### config.mk
export PLATFORM = sky130hd
export DESIGN_NAME = exec_dispatch_flat
export DESIGN_NICKNAME = d
export VERILOG_FILES = /design/src/rtl/exec_dispatch_pkg.sv /design/src/rtl/exec_dispatch_if.sv /design/src/rtl/exec_id_fifo.sv /design/src/rtl/exec_dispatch.sv /design/src/flat_wrapper.sv
export SDC_FILE = /design/constraint.sdc
export NUM_CORES = 1
export LEC_CHECK = 0
export CORE_AREA = 2 2 334 336
export CTS_CLUSTER_SIZE = 16
export DETAILED_ROUTE_END_ITERATION = 8
export DIE_AREA = 0 0 336 338
export HOLD_SLACK_MARGIN = 0.02
export SLEW_MARGIN = 40
export SYNTH_ARGS = -nofsm -noshare
export SYNTH_HDL_FRONTEND = slang
export SYNTH_SLANG_ARGS = --single-unit
### constraint.sdc
create_clock -name clk -period 3.55 [get_ports clk]
set_input_delay 0.5325 -clock clk [delete_from_list [all_inputs] [get_ports clk]]
set_output_delay 0.5325 -clock clk [all_outputs]
set_load 0.05 [all_outputs]
### src/rtl/exec_dispatch_pkg.sv
// exec_dispatch_pkg: functional-unit indices and the decode-side unit selector shared by the execute stage.
package exec_dispatch_pkg;
  typedef logic [2:0] exec_unit_t;
  localparam exec_unit_t EXEC_UNIT_MISC  = 3'd0;
  localparam exec_unit_t EXEC_UNIT_ALU   = 3'd1;
  localparam exec_unit_t EXEC_UNIT_MEM   = 3'd2;
  localparam exec_unit_t EXEC_UNIT_PCREL = 3'd3;
  localparam exec_unit_t EXEC_UNIT_CSR   = 3'd4;
  // SYSTEM with funct3 == 0 is ecall/ebreak, which the misc unit traps.
  function automatic exec_unit_t unit_of(input logic [6:0] op, input logic [2:0] funct3);
    return (op == 7'b0110011 || op == 7'b0010011) ? EXEC_UNIT_ALU :
           (op == 7'b0000011 || op == 7'b0100011) ? EXEC_UNIT_MEM :
           (op == 7'b0010111 || op == 7'b0110111 || op == 7'b1101111 || op == 7'b1100111) ? EXEC_UNIT_PCREL :
           (op == 7'b1110011 && funct3 != 3'd0) ? EXEC_UNIT_CSR : EXEC_UNIT_MISC;
  endfunction
endpackage

### src/rtl/exec_dispatch_if.sv
// exec_dispatch_if: issue, unit and in-order result signals of the execute dispatcher.
interface exec_dispatch_if #(
  parameter int NUM_UNITS = 5,
  parameter int DATA_W = 128,
  parameter int RES_W = 96
);
  logic                          in_valid;
  logic                          in_ready;
  logic [$clog2(NUM_UNITS)-1:0]  in_unit;
  logic [DATA_W-1:0]             in_data;
  logic [NUM_UNITS-1:0]          unit_valid;
  logic [NUM_UNITS-1:0]          unit_ready;
  logic [DATA_W-1:0]             unit_data;
  logic [NUM_UNITS-1:0]          unit_res_valid;
  logic [NUM_UNITS-1:0]          unit_res_ready;
  logic [NUM_UNITS*RES_W-1:0]    unit_res_data;
  logic                          out_valid;
  logic                          out_ready;
  logic [RES_W-1:0]              out_data;
  logic                          busy;
  modport master (
    output in_valid, in_unit, in_data, unit_ready, unit_res_valid, unit_res_data, out_ready,
    input  in_ready, unit_valid, unit_data, unit_res_ready, out_valid, out_data, busy
  );
  modport slave (
    input  in_valid, in_unit, in_data, unit_ready, unit_res_valid, unit_res_data, out_ready,
    output in_ready, unit_valid, unit_data, unit_res_ready, out_valid, out_data, busy
  );
endinterface

### src/rtl/exec_id_fifo.sv
// exec_id_fifo: DEPTH x W FIFO with count/full/empty; push while full and pop while empty are ignored.
module exec_id_fifo #(
  parameter int DEPTH = 4,
  parameter int W = 8
) (
  input  logic                     clk,
  input  logic                     rst,
  input  logic                     push,
  input  logic                     pop,
  input  logic [W-1:0]             din,
  output logic [W-1:0]             dout,
  output logic [$clog2(DEPTH):0]   count,
  output logic                     full,
  output logic                     empty
);
  localparam int AW = $clog2(DEPTH);
  logic [W-1:0] mem [DEPTH];
  logic [AW-1:0] head, tail;
  logic wr, rd;
  assign wr = push && !full;
  assign rd = pop && !empty;
  assign full = count == (AW+1)'(DEPTH);
  assign empty = count == '0;
  assign dout = mem[head];
  always_ff @(posedge clk or negedge rst)
    if (!rst) begin
      head <= '0;
      tail <= '0;
      count <= '0;
    end else begin
      if (wr) tail <= tail + 1'b1;
      if (rd) head <= head + 1'b1;
      count <= count + {{AW{1'b0}}, wr} - {{AW{1'b0}}, rd};
    end
  always_ff @(posedge clk)
    if (wr) mem[tail] <= din;
endmodule

### src/rtl/exec_dispatch.sv
// exec_dispatch: issues to NUM_UNITS units and returns results in program order; EXEC_DISPATCH_OUT_REG_EN adds a 2-entry output skid buffer.
module exec_dispatch
  import exec_dispatch_pkg::*;
#(
  parameter int NUM_UNITS = 5,
  parameter int DATA_W = 128,
  parameter int RES_W = 96,
  parameter int DEPTH = 4
) (
  input logic            clk,
  input logic            rst,
  exec_dispatch_if.slave bus
);
  localparam int UW = $clog2(NUM_UNITS);
  localparam int CW = $clog2(DEPTH) + 1;
  localparam logic [UW:0] NU = (UW+1)'(NUM_UNITS);
  logic [UW-1:0] u, h;
  logic [CW-1:0] q_count;
  logic q_full, q_empty, push, pop;
  logic [RES_W-1:0] res [NUM_UNITS];
  genvar i;
  for (i = 0; i < NUM_UNITS; i++) begin : g_res
    assign res[i] = bus.unit_res_data[i*RES_W +: RES_W];
  end
  assign bus.unit_data = bus.in_data;
  always_comb begin
    u = ({1'b0, bus.in_unit} < NU) ? bus.in_unit : UW'(EXEC_UNIT_MISC);
    bus.in_ready = !q_full && bus.unit_ready[u];
    bus.unit_valid = (bus.in_valid && !q_full) ? NUM_UNITS'(1) << u : '0;
    push = bus.in_valid && bus.in_ready;
    bus.busy = q_count != '0;
  end
  exec_id_fifo #(.DEPTH(DEPTH), .W(UW)) u_queue (
    .clk(clk), .rst(rst), .push(push), .pop(pop), .din(u), .dout(h),
    .count(q_count), .full(q_full), .empty(q_empty)
  );
`ifdef EXEC_DISPATCH_OUT_REG_EN
  logic take, sk_full, sk_empty;
  logic [1:0] sk_count_unused;
  // The head unit drains into the skid buffer, so out_ready never reaches the units.
  always_comb begin
    take = !q_empty && bus.unit_res_valid[h] && !sk_full;
    bus.unit_res_ready = (!q_empty && !sk_full) ? NUM_UNITS'(1) << h : '0;
    pop = take;
    bus.out_valid = !sk_empty;
  end
  exec_id_fifo #(.DEPTH(2), .W(RES_W)) u_skid (
    .clk(clk), .rst(rst), .push(take), .pop(bus.out_ready), .din(res[h]), .dout(bus.out_data),
    .count(sk_count_unused), .full(sk_full), .empty(sk_empty)
  );
`else
  always_comb begin
    bus.out_valid = !q_empty && bus.unit_res_valid[h];
    bus.out_data = res[h];
    bus.unit_res_ready = (!q_empty && bus.out_ready) ? NUM_UNITS'(1) << h : '0;
    pop = bus.out_valid && bus.out_ready;
  end
`endif
endmodule

### src/flat_wrapper.sv
// flat-port wrapper written by rule: the top's interface ports become plain ports
module exec_dispatch_flat import exec_dispatch_pkg::*;
#(
  parameter int NUM_UNITS = 5,
  parameter int DATA_W = 128,
  parameter int RES_W = 96,
  parameter int DEPTH = 4
)
  (clk, rst, bus_in_valid, bus_in_unit, bus_in_data, bus_unit_ready, bus_unit_res_valid, bus_unit_res_data, bus_out_ready, bus_in_ready, bus_unit_valid, bus_unit_data, bus_unit_res_ready, bus_out_valid, bus_out_data, bus_busy);
  exec_dispatch_if #(.NUM_UNITS(NUM_UNITS), .DATA_W(DATA_W), .RES_W(RES_W)) bus_i ();
  input logic clk;
  input logic rst;
  input wire logic [$bits(bus_i.in_valid)-1:0] bus_in_valid;
  input wire logic [$bits(bus_i.in_unit)-1:0] bus_in_unit;
  input wire logic [$bits(bus_i.in_data)-1:0] bus_in_data;
  input wire logic [$bits(bus_i.unit_ready)-1:0] bus_unit_ready;
  input wire logic [$bits(bus_i.unit_res_valid)-1:0] bus_unit_res_valid;
  input wire logic [$bits(bus_i.unit_res_data)-1:0] bus_unit_res_data;
  input wire logic [$bits(bus_i.out_ready)-1:0] bus_out_ready;
  output wire logic [$bits(bus_i.in_ready)-1:0] bus_in_ready;
  output wire logic [$bits(bus_i.unit_valid)-1:0] bus_unit_valid;
  output wire logic [$bits(bus_i.unit_data)-1:0] bus_unit_data;
  output wire logic [$bits(bus_i.unit_res_ready)-1:0] bus_unit_res_ready;
  output wire logic [$bits(bus_i.out_valid)-1:0] bus_out_valid;
  output wire logic [$bits(bus_i.out_data)-1:0] bus_out_data;
  output wire logic [$bits(bus_i.busy)-1:0] bus_busy;
  assign bus_i.in_valid = bus_in_valid;
  assign bus_i.in_unit = bus_in_unit;
  assign bus_i.in_data = bus_in_data;
  assign bus_i.unit_ready = bus_unit_ready;
  assign bus_i.unit_res_valid = bus_unit_res_valid;
  assign bus_i.unit_res_data = bus_unit_res_data;
  assign bus_i.out_ready = bus_out_ready;
  assign bus_in_ready = bus_i.in_ready;
  assign bus_unit_valid = bus_i.unit_valid;
  assign bus_unit_data = bus_i.unit_data;
  assign bus_unit_res_ready = bus_i.unit_res_ready;
  assign bus_out_valid = bus_i.out_valid;
  assign bus_out_data = bus_i.out_data;
  assign bus_busy = bus_i.busy;
  exec_dispatch #(.NUM_UNITS(NUM_UNITS), .DATA_W(DATA_W), .RES_W(RES_W), .DEPTH(DEPTH)) u_core (.clk(clk), .rst(rst), .bus(bus_i));
endmodule
==> out/qor.yml, run 1 <==
status:
  status: "finished clean"
synth:
  synthesis.nets: 1104
  synth_seq_cells: 19
  synthFlopType: "edfxtp_1"
  avgSynthCellArea_um2: 11.5
  synth_top_area_cell: "mux4_2"
  synthTopCellsByArea: "mux4_2, buf_4, a22o_1, edfxtp_1, dfrtp_1"
  yosysUniqueCellTypes: 40
  seq_area_frac_synth_pct: 9.91
  synth_common_cells: "buf_4, mux4_2, a22o_1"
  yosys_warnings: 0
  synth_most_common_cell: "buf_4"
  synthArstFlopShare_pct: 36.8
  synth_area_um2: 5410
  yosys.area.top_type_share_pct: 41.3
  syn_inst: 472
  synth_edf_count: 12
global_route:
  antenna_found_initial: 108
  grt_use_met3_pct: 6.01
  grt_util_met2_pct: 20.5
  grt_max_degree: 92
  met1_usage_pct: 16.4
  top_usage_layer: "met2"
  grt_use_total_pct: 13.0
  grt_pass1_vias: 6843
  overflow: 0
  grt_pass1_wl_um: 92200
timing:
  min_period_ps: 3420
  fin_tns_setup_ps: 0
  rsz0062_at_grt: "no"
  max_slew_margin_pct: 51.9
  slew_violations: 0
  final-hold-violation-count: 0
  fin_skew_ps: 5.84
  fmax_ghz: 0.292
  worstMarginPinSlew_ps: 721
  fin_crit_sh_pct: 96.4
  worst_slack_ps: 129
  setup_violations: 0
floorplanning:
  coreArea_um2: 110000
  io_pins: 862
  core.rowCount: 122
  die_y_um: 338
  die_area_um2: 114000
  die_w_um: 336
  initial_core_util_pct: 4.91
worst_setup_path:
  path_cells: "mux4_4 > buf_16 > buf_16 > mux4_2 > a22o_1 > buf_12"
  slowest_stage: "mux4_4"
  critPathTopFamily: "multiplexers"
  max_stage_delay_ps: 720
  cp.arrival_ps: 2890
  cp-start-kind: "flop"
  end_kind: "output port"
  critPathBufInv: 3
  critPathKind: "flop to output port"
  cp_max_fo: 24
  cp.required_ps: 3020
  path_common_cell: "buf_16"
job:
  cap_violations: 0
cells_and_area:
  layout-area-overhead-vs-synth_pct: 151
  drive_above_1_share_pct: 25.8
  fin_cells: 2427
  fin_area_um2: 13600
  nets: 1560
drt:
  ant_nets: 0
  drt-pass1-iter-count: 5
  drc: 0
  vias: 6994
  first_iter_violations: 399
  viasPerCell: 2.88
  wl_per_cell_um: 32.3
  drt_wl_total_um: 78400
power:
  sw_frac_of_total_pct: 51.6
  peakVddDrop_uv: 486
  leakage_nw: 4.58
  p_total_mw: 12.4
  clock_power_share_pct: 1.8
  power_density_nw_per_um2: 913
  internal_power_mw: 5.99
  p_seq_share_pct: 2.8
  switchingPower_mw: 6.39
  combPwrFrac_pct: 95.4
placement:
  dp_hpwl_um: 70600
  dp_cells: 2405
  placed_cell_area_um2: 13300
  routabilityCongestion: 0.922
  portBuffers: 605
  dp_worst_setup_slack_ps: 57.8
min_path:
  hold_path_class: "flop to flop"
clock_tree:
  clkLatencyLatePin_ps: 250
  cts-root-buf: "clkbuf_16"
  htreeDepth: 1
  path_clk_slew_ps: 50
  cts_buffers: 3
  clock_sink_count: 19
  cts_tree: "done"
  clock_path_buffers: 2
flip-flops by register name, summed over array words and instances, names as in the netlist:
register,flops
u_core.u_queue.count,3
u_core.u_queue.mem,12
u_core.u_queue.tail,2
u_core.u_queue.head,2
what timing repair did:
action                                  CTS  global route
hold buffers                              0             0
buffers inserted                          1             2
pin swaps                                 0             0
gates resized for setup                   2             0
endpoints found under the setup margin   45            14
cloned                                    2             1
cell families (layout without fill, tap and decap cells):
group / count (synthesis) / after routing / share of synthesized area [%]
other: 0 / 12 / 0
flip-flops: 19 / 19 / 9.91
AND/OR/NAND/NOR: 41 / 41 / 4.28
AO/OA/AOI/OAI: 109 / 109 / 17.3
multiplexers: 109 / 109 / 43.2
XOR/XNOR: 4 / 4 / 0.648
buffers and inverters: 183 / 638 / 22.9
adder cells (fa/ha/maj): 7 / 7 / 1.76
metrics by stage:
step / hold WS (ps) / utilization [%]
5_1_grt: 594 / 12.3
3_3_place_gp: 527 / 12.1
4_1_cts: 562 / 12.3
6_report: 563 / 12.3
3_5_place_dp: 550 / 12.1
2_1_floorplan: 237 / -
power by group through the flow:
stage | logic [mW] | clock network (mW) | registers (mW)
after global placement | 11.7 | 0 | 0.346
final | 11.8 | 0.223 | 0.347
after CTS | 12.0 | 0.228 | 0.347
after detailed placement | 11.8 | 0 | 0.349
after global routing | 12.4 | 0.241 | 0.356
after floorplan | 6.36 | 0 | 0.330
cells in the final DEF (no fill, tap or decap), types with 3 or more instances in the layout:
| cell type | synthesis | layout |
|---|---|---|
| a22o_1 | 96 | 96 |
| a22oi_1 | 3 | 3 |
| and2_1 | 5 | 5 |
| buf_12 | 0 | 106 |
| buf_4 | 138 | 17 |
| clkbuf_16 | 0 | 4 |
| clkdlybuf4s50_1 | 0 | 497 |
| dfrtp_1 | 7 | 6 |
| diode_2 | 0 | 12 |
| edfxtp_1 | 12 | 12 |
| ha_1 | 6 | 6 |
| inv_1 | 8 | 8 |
| mux2_2 | 6 | 6 |
| mux2i_1 | 4 | 4 |
| mux4_2 | 99 | 97 |
| nand2_1 | 6 | 6 |
| nor2_1 | 10 | 10 |
| nor3b_1 | 3 | 3 |
| nor4_1 | 4 | 4 |
| xnor2_1 | 4 | 4 |
final cells by class:
class                           instances  area (um^2)
Fill cell                           12400        96500
Timing Repair Buffer                  625         7370
Multi-Input combinational cell        270         3650
Tap cell                             1488         1860
Sequential cell                        19          537
Clock buffer                            4         78.8
Inverter                                9         33.8
Antenna cell                           12         30.0
worst paths after layout:
| path | from | to | slack (ps) | depth (start not counted) |
|---|---|---|---|---|
| max reg2reg | u_core.u_queue.head[0]$_DFFE_PN0P_ | u_core.u_queue.count[2]$_DFF_PN0_ | 240 | 11 |
| min reg2reg | u_core.u_queue.count[0]$_DFF_PN0_ | u_core.u_queue.count[0]$_DFF_PN0_ | 560 | 1 |
| min in group asynchronous | rst | u_core.u_queue.count[1]$_DFF_PN0_ | 570 | 1 |
| max in group asynchronous | rst | u_core.u_queue.head[0]$_DFFE_PN0P_ | 2710 | 1 |
| max | u_core.u_queue.head[0]$_DFFE_PN0P_ | bus_out_data[20] | 130 | 6 |
| min | u_core.u_queue.count[0]$_DFF_PN0_ | u_core.u_queue.count[0]$_DFF_PN0_ | 560 | 1 |
layer usage:
| metal | share of wire [%] | up-vias |
|---|---|---|
| met5 | 0.50 | - |
| met4 | 2.7 | 62 |
| met3 | 13 | 218 |
| met2 | 44 | 642 |
| met1 | 41 | 3341 |
| li1 | - | 2731 |
Note: power is estimated with default switching activity, not from simulation.
==> inputs of run 2 (changes only) <==
--- a/config.mk
+++ b/config.mk
@@ -6,10 +6,10 @@
 export NUM_CORES = 1
 export LEC_CHECK = 0
 export CORE_AREA = 2 2 334 336
-export CTS_CLUSTER_SIZE = 16
+export CTS_CLUSTER_SIZE = 12
 export DETAILED_ROUTE_END_ITERATION = 8
 export DIE_AREA = 0 0 336 338
-export HOLD_SLACK_MARGIN = 0.02
+export PLACE_DENSITY = 0.3
 export SLEW_MARGIN = 40
 export SYNTH_ARGS = -nofsm -noshare
 export SYNTH_HDL_FRONTEND = slang
==> run 2 against run 1 <==
  * Clock skew rose by 1.1 ps
  * Largest cell class unchanged
  * Critical endpoint is now bus_out_data[74]
  * Critical path depth fell by 1
  * Power decreased by 7.5%
  * Sequential power decreased by 2%
  * First-iteration DRC count shrank 32%
  * Count of clock-buffer cells in the layout decreased by 1
==> out/qor.yml, run 2 (synthesis gave the netlist of run 1 again) <==
power:
  p_total_mw: 11.5
  power_density_nw_per_um2: 865
  peakVddDrop_uv: 661
  leakage_nw: 4.45
cells_and_area:
  nets: 1554
  largest_registers: "u_core.u_queue.mem x12, u_core.u_queue.count x3"
  largest_reg_flops: 12
  final_cell_mix: "clkdlybuf4s50_1, mux4_2, a22o_1, buf_12, buf_4"
  top_register: "u_core.u_queue.mem"
  n_fill_cell: 12500
  layout_commonest_cell: "clkdlybuf4s50_1"
  drive_above_1_share_pct: 25.1
  layout-area-overhead-vs-synth_pct: 145
min_path:
  min_from: "u_core.u_queue.count[0]$_DFF_PN0_"
  worstHoldPathCells: 1
  hold_path_class: "flop to flop"
  hold_path_end: "u_core.u_queue.count[0]$_DFF_PN0_"
drt:
  drt-pass1-iter-count: 4
  routed-wl-met2_um: 24500
  viasPerCell: 2.72
  drt_wl_total_um: 55200
  wl_per_cell_um: 22.9
  drc: 0
  vias: 6570
  met3_length_um: 7620
  ant_nets: 0
  routed.top_layer: "met5"
  drt-met1-wl_um: 21700
  first_iter_violations: 273
global_route:
  grt_pass1_wl_um: 69700
  overflow: 0
  grt_max_degree: 58
  grt_pass1_vias: 7272
  grt_use_total_pct: 9.15
  antenna_found_initial: 50
clock_tree:
  clkLatencyLatePin_ps: 250
  hold_buffers: 0
  cts_buffers: 3
  cts_resized: 0
  clock_sink_count: 19
  clock_path_buffers: 2
  cts_tree: "done"
  htreeDepth: 1
  cts-root-buf: "clkbuf_16"
  path_clk_slew_ps: 60
  cts_setup_buffers: 0
worst_setup_path:
  rr_startpoint: "u_core.u_queue.head[0]$_DFFE_PN0P_"
  rr_worst_depth: 12
  r2r_setup_slack_ps: 330
  cp.required_ps: 3020
  cp.arrival_ps: 2830
  critPathKind: "flop to output port"
  reg2reg_to: "u_core.u_queue.count[2]$_DFF_PN0_"
  cp_max_fo: 55
  cp-start-kind: "flop"
  end_kind: "output port"
timing:
  min_period_ps: 3360
  fin_skew_ps: 6.89
  slew_violations: 0
  rsz0062_at_grt: "no"
  fmax_ghz: 0.298
  fin_tns_setup_ps: 0
  final-hold-violation-count: 0
  worstMarginPinSlew_ps: 718
  setup_violations: 0
  fin_crit_sh_pct: 94.7
  max_slew_margin_pct: 52.1
floorplanning:
  core.rowCount: 122
  io_pins: 862
  die_w_um: 336
  die_area_um2: 114000
  die_y_um: 338
  initial_core_util_pct: 4.91
  coreArea_um2: 110000
job:
  cap_violations: 0
placement:
  dp_hpwl_um: 49400
  routabilityCongestion: 0.811
  portBuffers: 605
status:
  status: "finished clean"
-- run 2: cell types whose count changed in the layout (fill, tap and decap cells not counted), sizes merged --
cell	before	now
clkbuf	5	3
buf	125	120
diode	12	4
clkdlybuf4s50	497	499
bufbuf	2	0
clkinvlp	0	1
-- run 2: worst max-delay path by stage --
stage,startpoint,to,slack [ps],cells after the start
after floorplan,u_core.u_queue.head[0]$_DFFE_PN0P_,bus_unit_res_ready[2],120,5
after global placement,u_core.u_queue.head[0]$_DFFE_PN0P_,bus_out_data[91],200,5
after detailed placement,u_core.u_queue.head[0]$_DFFE_PN0P_,u_core.u_queue.count[2]$_DFF_PN0_,300,12
after CTS,u_core.u_queue.head[0]$_DFFE_PN0P_,bus_out_data[91],140,5
after global routing,u_core.u_queue.head[0]$_DFFE_PN0P_,bus_out_data[91],70,5
final,u_core.u_queue.mem[3][0]$_DFFE_PP_,bus_out_data[74],190,5
-- run 2: per-layer routing --
| metal | GRT usage (%) | vias up |
|---|---|---|
| met5 | 0 | - |
| met3 | 4.90 | 146 |
| met1 | 10.9 | 3179 |
| li1 | - | 2702 |
| met2 | 14.7 | 509 |
| met4 | 1.46 | 34 |
-- run 2: critical path: stages (launching register included) --
cell	delay, ps
edfxtp_1	410
mux4_4	730
buf_12	230
mux4_2	580
a22o_1	260
buf_12	170
-- run 2: final cells by class --
| type | count | area [um^2] | share of cell area, % |
|---|---|---|---|
| Multi-Input combinational cell | 270 | 3650 | 27.6 |
| Tap cell | 1488 | 1860 | 14.1 |
| Clock buffer | 3 | 75.1 | 0.567 |
| Timing Repair Buffer | 619 | 7060 | 53.3 |
| Clock inverter | 1 | 7.51 | 0.0567 |
| Inverter | 9 | 33.8 | 0.255 |
| Antenna cell | 4 | 10.0 | 0.0756 |
| Sequential cell | 19 | 536 | 4.04 |
-- run 2: where the power goes --
part / internal (mW) / switching [mW]
clock: 0.152 / 0.0852
sequential: 0.298 / 0.0433
combinational: 5.08 / 5.80
-- run 2: per-stage QoR --
stage                     util [%]  hold WS, ps  cells  area (um^2)  setup slack [ps]
after floorplan                  -          237    472         5410               124
after global placement        11.9          525   2405        13100               196
after detailed placement      11.9          533   2405        13100               297
after CTS                     12.0          545   2409        13200               138
after global routing          12.0          580   2409        13200              66.8
final                         12.0          540   2413        13200               189
